### config.mk
export PLATFORM = sky130hd
export DESIGN_NAME = inst_fetch_unit
export DESIGN_NICKNAME = d
export VERILOG_FILES = /design/src/rtl/inst_fetch_unit.sv
export SDC_FILE = /design/constraint.sdc
export NUM_CORES = 1
export LEC_CHECK = 0
export ABC_AREA = 1
export BUFFER_PORTS_ARGS = -buffer_cell sky130_fd_sc_hd__buf_4
export CAP_MARGIN = 40
export CELL_PAD_IN_SITES_DETAIL_PLACEMENT = 1
export CELL_PAD_IN_SITES_GLOBAL_PLACEMENT = 1
export CORE_ASPECT_RATIO = 0.9
export CORE_MARGIN = 3
export CORE_UTILIZATION = 43
export CTS_BUF_LIST = sky130_fd_sc_hd__clkbuf_4 sky130_fd_sc_hd__clkbuf_8
export CTS_CLUSTER_DIAMETER = 100
export DETAILED_ROUTE_END_ITERATION = 8
export PLACE_DENSITY_LB_ADDON = 0.1
export SYNTH_ARGS = -nofsm -noshare
export SYNTH_HDL_FRONTEND = slang
export SYNTH_SLANG_ARGS = --single-unit
### constraint.sdc
create_clock -name clk_in -period 9.08 [get_ports clk_in]
set_input_delay 0 -clock clk_in [delete_from_list [all_inputs] [get_ports clk_in]]
set_output_delay 0 -clock clk_in [all_outputs]
set_load 0.03 [all_outputs]
### src/rtl/inst_fetch_unit.sv
// Fetch stage: owns the fetch PC, keeps one icache request in flight and queues
// returned words with their PC and static next-PC prediction (JAL taken).
module inst_fetch_unit #(
  parameter int unsigned DEPTH    = 4,
  parameter logic [31:0] RESET_PC = 32'h0
) (
  input  logic        clk_in,
  input  logic        rst_in,
  output logic        mem_req_valid_out,
  input  logic        mem_req_ready_in,
  output logic [31:0] mem_addr_out,
  input  logic        mem_resp_valid_in,
  input  logic [31:0] mem_resp_inst_in,
  input  logic        flush_in,
  input  logic [31:0] flush_pc_in,
  output logic        out_valid_out,
  input  logic        out_ready_in,
  output logic [31:0] out_inst_out,
  output logic [31:0] out_pc_out,
  output logic [31:0] out_pred_pc_out
);

  localparam int unsigned AW = $clog2(DEPTH);
  localparam logic [AW:0] FULL = (AW+1)'(DEPTH);

  typedef enum logic [1:0] {IDLE, WAIT, DROP} state_t;

  state_t        state_q, state_d;
  logic [31:0]   pc_q, pc_d;
  logic [AW:0]   count_q, count_d;
  logic [AW-1:0] head_q, tail_q;
  logic [31:0]   inst_mem_q [DEPTH];
  logic [31:0]   pc_mem_q   [DEPTH];
  logic [31:0]   pred_mem_q [DEPTH];

  logic          req_fire, push, pop;
  logic [31:0]   jimm, pred;

  assign mem_req_valid_out = (state_q == IDLE) && (count_q < FULL) && !flush_in;
  assign mem_addr_out      = pc_q;
  assign req_fire          = mem_req_valid_out && mem_req_ready_in;

  // A flush blocks both ends of the queue in its cycle.
  assign push = (state_q == WAIT) && mem_resp_valid_in && !flush_in;
  assign pop  = out_valid_out && out_ready_in && !flush_in;

  assign jimm = {{11{mem_resp_inst_in[31]}}, mem_resp_inst_in[31], mem_resp_inst_in[19:12],
                 mem_resp_inst_in[20], mem_resp_inst_in[30:21], 1'b0};
  assign pred = (mem_resp_inst_in[6:0] == 7'b1101111) ? pc_q + jimm : pc_q + 32'd4;

  assign out_valid_out   = (count_q != '0);
  assign out_inst_out    = inst_mem_q[head_q];
  assign out_pc_out      = pc_mem_q[head_q];
  assign out_pred_pc_out = pred_mem_q[head_q];

  always_comb begin
    state_d = state_q;
    pc_d    = pc_q;
    count_d = count_q;
    if (flush_in) begin
      pc_d    = flush_pc_in;
      count_d = '0;
      unique case (state_q)
        WAIT, DROP: state_d = mem_resp_valid_in ? IDLE : DROP;
        default:    state_d = IDLE;
      endcase
    end else begin
      unique case (state_q)
        IDLE:    if (req_fire) state_d = WAIT;
        WAIT:    if (mem_resp_valid_in) state_d = IDLE;
        DROP:    if (mem_resp_valid_in) state_d = IDLE;
        default: state_d = IDLE;
      endcase
      if (push) pc_d = pred;
      if (push && !pop)      count_d = count_q + 1'b1;
      else if (pop && !push) count_d = count_q - 1'b1;
    end
  end

  always_ff @(posedge clk_in) begin
    if (rst_in) begin
      state_q <= IDLE;
      pc_q    <= RESET_PC;
      count_q <= '0;
      head_q  <= '0;
      tail_q  <= '0;
      for (int unsigned i = 0; i < DEPTH; i++) begin
        inst_mem_q[i] <= '0;
        pc_mem_q[i]   <= '0;
        pred_mem_q[i] <= '0;
      end
    end else begin
      state_q <= state_d;
      pc_q    <= pc_d;
      count_q <= count_d;
      if (flush_in) begin
        head_q <= '0;
        tail_q <= '0;
      end else begin
        if (push) begin
          inst_mem_q[tail_q] <= mem_resp_inst_in;
          pc_mem_q[tail_q]   <= pc_q;
          pred_mem_q[tail_q] <= pred;
          tail_q             <= tail_q + 1'b1;
        end
        if (pop) head_q <= head_q + 1'b1;
      end
    end
  end

endmodule

Word-level counts from Yosys, hierarchy flattened --
Memory sizes are Yosys's and may differ from the RTL's. A register that Yosys moved wholly into a read port is not among the register bits. Cells that the tools add are included.
Word-level totals: flip-flop bits (word level) 41, memory bits (writable) 384, output and inout port bits 130, memories kept 3
Memories:
- inst_mem_q | words 4, width 32, rd ports 1, clocked after Yosys merged registers in 1, wr ports 4, RTL line 32 | logic [31:0] inst_mem_q [DEPTH];
- pc_mem_q | words 4, width 32, rd ports 1, clocked after Yosys merged registers in 1, wr ports 4, RTL line 33 | logic [31:0] pc_mem_q [DEPTH];
- pred_mem_q | words 4, width 32, rd ports 1, clocked after Yosys merged registers in 1, wr ports 4, RTL line 34 | logic [31:0] pred_mem_q [DEPTH];
Cells by class: $add $sub $neg 6, order comparisons 1, equality and inequality tests 5, multiplexer cells 32, reductions and logical operators 22
Operators with widths (number):
- 32-bit 2-to-1 mux | 6
- 32-bit OR reduction | 3
- 32-bit by 3-bit adder with 32-bit output (second input constant) | 1
- 32-bit adder | 1
- 2-bit 2-to-1 mux | 14
- 1-bit logical AND | 9
- 1-bit 2-to-1 mux | 9
- 7-bit == test (second input constant) | 1
- 3-bit 2-to-1 mux | 2
- 2-bit by 1-bit adder with 2-bit output (second input constant) | 2
- 2-bit one-hot mux with 2 select lines | 1
- 2-bit nonzero test | 2
- 2-bit OR reduction | 2
- 3-bit by 1-bit adder with 3-bit output (second input constant) | 1
- 1-bit zero test | 3
- 3-bit less-than comparator (second input constant) | 1
- 3-bit by 1-bit inequality test with 1-bit output (second input constant) | 1
- 3-bit inequality test (second input constant) | 1
- 3-bit nonzero test | 1
- 3-bit by 1-bit subtractor with 3-bit output (second input constant) | 1
- 2-bit by 1-bit == test with 1-bit output (second input constant) | 1
- 2-bit == test (second input constant) | 1
- 2-bit zero test | 1
- 2-bit AND reduction | 1

Depth between registers and ports, before layout --
word-level depth 9, mapped depth 15, depth with buffers taken out 15

Worst setup path before layout --
Ideal clock, no wire load.
path kind register to register, from register state_q[1], to memory inst_mem_q[3][0], enable pin, library setup time 0.688 ns, arrival time 8.024 ns, data required time 8.392 ns, slack 0.368 ns, cell stages (with the launch flop) 7, path buffers 0, period minus slack after synthesis 8.712 ns, path through dfxtp_1 -> inv_1 -> ha_1 -> nand2_1 -> nor2_1 -> inv_1 -> o31ai_1
RTL lines:
- start: declaration | RTL line 28 | state_t state_q, state_d;
- start signal: assignment | RTL line 93 | state_q <= state_d;
- end: declaration | RTL line 32

==> out/metrics.cfg <==
[global_route]
grt_pass1_vias = 19300
grt_pass1_wl_um = 116000
overflow = 0
antenna_found_initial = 4
grt_max_degree = 84
track_usage = 0.297

[cts]
clockBufferDepth = 3
cts.clk_slew.worst_paths_ps = 60
ctsRootBufferMaster = clkbuf_8
cts_buffers = 75
cts_resized = 0
cts_tree = yes
clock_latency_ps = 680
h-tree-depth = 3
cts.sinks = 423

[die]
ios = 200
die_y_um = 217
die_x_um = 241
die_area_um2 = 52300
core_area_um2 = 48400
fp-row-count = 76
initial_core_util = 0.441

[logic_synthesis]
syn_avg_cell_area_um2 = 8.79
synthesis.nets = 2533
synth.distinct_cells = 45
yosys_warnings = 0
ys_ff_latch = 423
synth_flop_cell = edfxtp_1
yosysTopAreaCellShare = 0.535
synth_edf_count = 380
yosysTopAreaCell = edfxtp_1
netlist_area_um2 = 21300
async_flop_share = 0
yosysMostFrequentCell = nor2_1
synthCells = 2427
synthTopCellsByCount = nor2_1 (579), nand2_1 (406), edfxtp_1 (380), inv_1 (272), o21ai_0 (242)
yosys-top-cells-area = edfxtp_1 (54%), nor2_1 (10%), nand2_1 (7.1%), o21ai_0 (5.7%), inv_1 (4.8%)
yosysSeqAreaShare = 0.576

[final_layout]
n_antenna_cell = 0
layout.cells.non_filler = 3404
layout.nets = 2827
drive_gt1_frac = 0.155
area_growth_syn_to_layout_pct = 22.8
fin_area_um2 = 26200

[sta]
worstMarginPinSlew_ps = 866
finClkSkew_ps = 28.9
min_period_ps = 3820
rsz0062_at_grt = false
tns_ps = 0
timing.fmax_ghz = 0.262
setup_viol = 0
relSlewSlack = 0.406
finalMaxSlewViolations = 0
fin_crit_sh = 0.421
hold_viol = 0

[placement]
dp_hpwl_um = 52400
placed_area_um2 = 23600
numPortBuffers = 199
dp_cells = 3166
gp_congestion = 0.913

[route]
drt-initial-drc-count = 1502
wl_met1_um = 33700
vias_per_cell = 5.52
num_vias = 18800
wl_met2_um = 36400
ant_nets = 0
dr.pass1.iters = 5
drc = 0
highest_layer = met5
wl_um = 78000
met3WireLength_um = 5500
route.detailed.wl_per_inst_um = 22.9

[power_and_ir_drop]
leakage_nw = 10.9
power.density_nw_per_um2 = 173
p_total_mw = 4.54
ir_drop_mv = 0.0903

[job]
cap_viol_max_count = 0

[critical_path]
rrSetupSlack_ps = 5260
worstSetupStartpoint = state_q[0]$_SDFFE_PP0P_
worstSetupEndpointType = flip-flop
cp_data_arrival_time_ps = 4120
r2r_cells = 6
start_kind = flip-flop
timing.critical_path.to = pred_mem_q[0][1]$_SDFFCE_PN0P_
r2r-start = state_q[0]$_SDFFE_PP0P_
crit_type = flip-flop to flip-flop
r2r_end = pred_mem_q[0][1]$_SDFFCE_PN0P_
critPathRequiredTime_ps = 9380
crit_fanout = 52

[min_path]
hold_path_class = input pin to flip-flop

[run_status]
outcome = finished clean

## cell type report
cell class              count  area (um2)
clock buffers             105        1290
clock inverters            31         231
fillers                  5546       22200
inverters                 287        1080
multi-input cells        1601        7530
flip-flops and latches    423       12300
well taps                 624         781
repair buffers            333        2990
## state kept, by name (all words and copies together), names as in the netlist, named ones only
register	flops
count_q	3
pc_mem_q	125
pred_mem_q	127
inst_mem_q	128
head_q	2
tail_q	2
state_q	2
mem_addr_out	32
## logic make-up after synthesis
family                   share of synthesized area
flip-flops                                   0.576
buffers and inverters                       0.0734
XOR/XNOR                                   0.00780
AO/OA/AOI/OAI                                0.101
AND/OR/NAND/NOR                              0.219
adder cells (fa/ha/maj)                     0.0218
multiplexers                              0.000939
## worst min path at each step
stage                   startpoint                        endpoint  slack, ps  depth (start not counted)
6_report       mem_resp_inst_in[8]  inst_mem_q[0][8]$_SDFFCE_PN0P_        200                          4
5_1_grt        mem_resp_inst_in[8]  inst_mem_q[0][8]$_SDFFCE_PN0P_        190                          4
4_1_cts        mem_resp_inst_in[8]  inst_mem_q[0][8]$_SDFFCE_PN0P_        140                          4
3_5_place_dp     mem_resp_valid_in         state_q[1]$_SDFFE_PP0P_        320                          4
3_3_place_gp     mem_resp_valid_in         state_q[1]$_SDFFE_PP0P_        300                          4
2_1_floorplan       flush_pc_in[1]    mem_addr_out[1]$_SDFFE_PP0N_        170                          2
## through the flow
step / util / hold slack, ps / worst slack [ps]
after floorplan: - / 170 / 368
after global placement: 0.481 / 298 / 5090
after detailed placement: 0.488 / 321 / 5260
after CTS: 0.541 / 137 / 5240
after global routing: 0.541 / 194 / 5120
final: 0.541 / 197 / 5260
## layout by cell type (no fill, tap or decap), drive strengths merged, types with 4 or more instances in the layout
master	synthesis	routed
edfxtp	380	380
dfxtp	43	43
clkinv	3	27
a31oi	4	4
nor2	619	619
dlygate4sd3	0	102
clkinvlp	0	5
xor2	16	16
buf	24	231
nand2	414	414
o21ai	248	248
nand4	12	12
nand3b	5	5
nand3	74	74
o22ai	95	95
inv	284	284
ha	34	34
nor3	18	18
a21oi	40	40
clkbuf	92	105
## worst max-delay path: stages (launching register included)
cell,delay (ps)
dfxtp_1,380
ha_1,180
nand2_1,200
nor2_8,580
nand2_4,550
nand2_4,730
buf_4,790
## metal layers
layer	up-vias	GRT usage
li1	8613	-
met2	712	0.473
met4	6	0.102
met1	9310	0.410
met5	-	0
met3	143	0.0541
## what timing repair did
action	CTS	global route
endpoints found under the hold margin	175	0
setup buffers	0	0
hold buffers	102	0
## power by group
group | total (mW) | switching (mW) | internal (mW)
Combinational | 0.490 | 0.328 | 0.162
Sequential | 2.23 | 0.0423 | 2.19
Clock | 1.82 | 0.832 | 0.985
(Power assumes the default switching activity.)
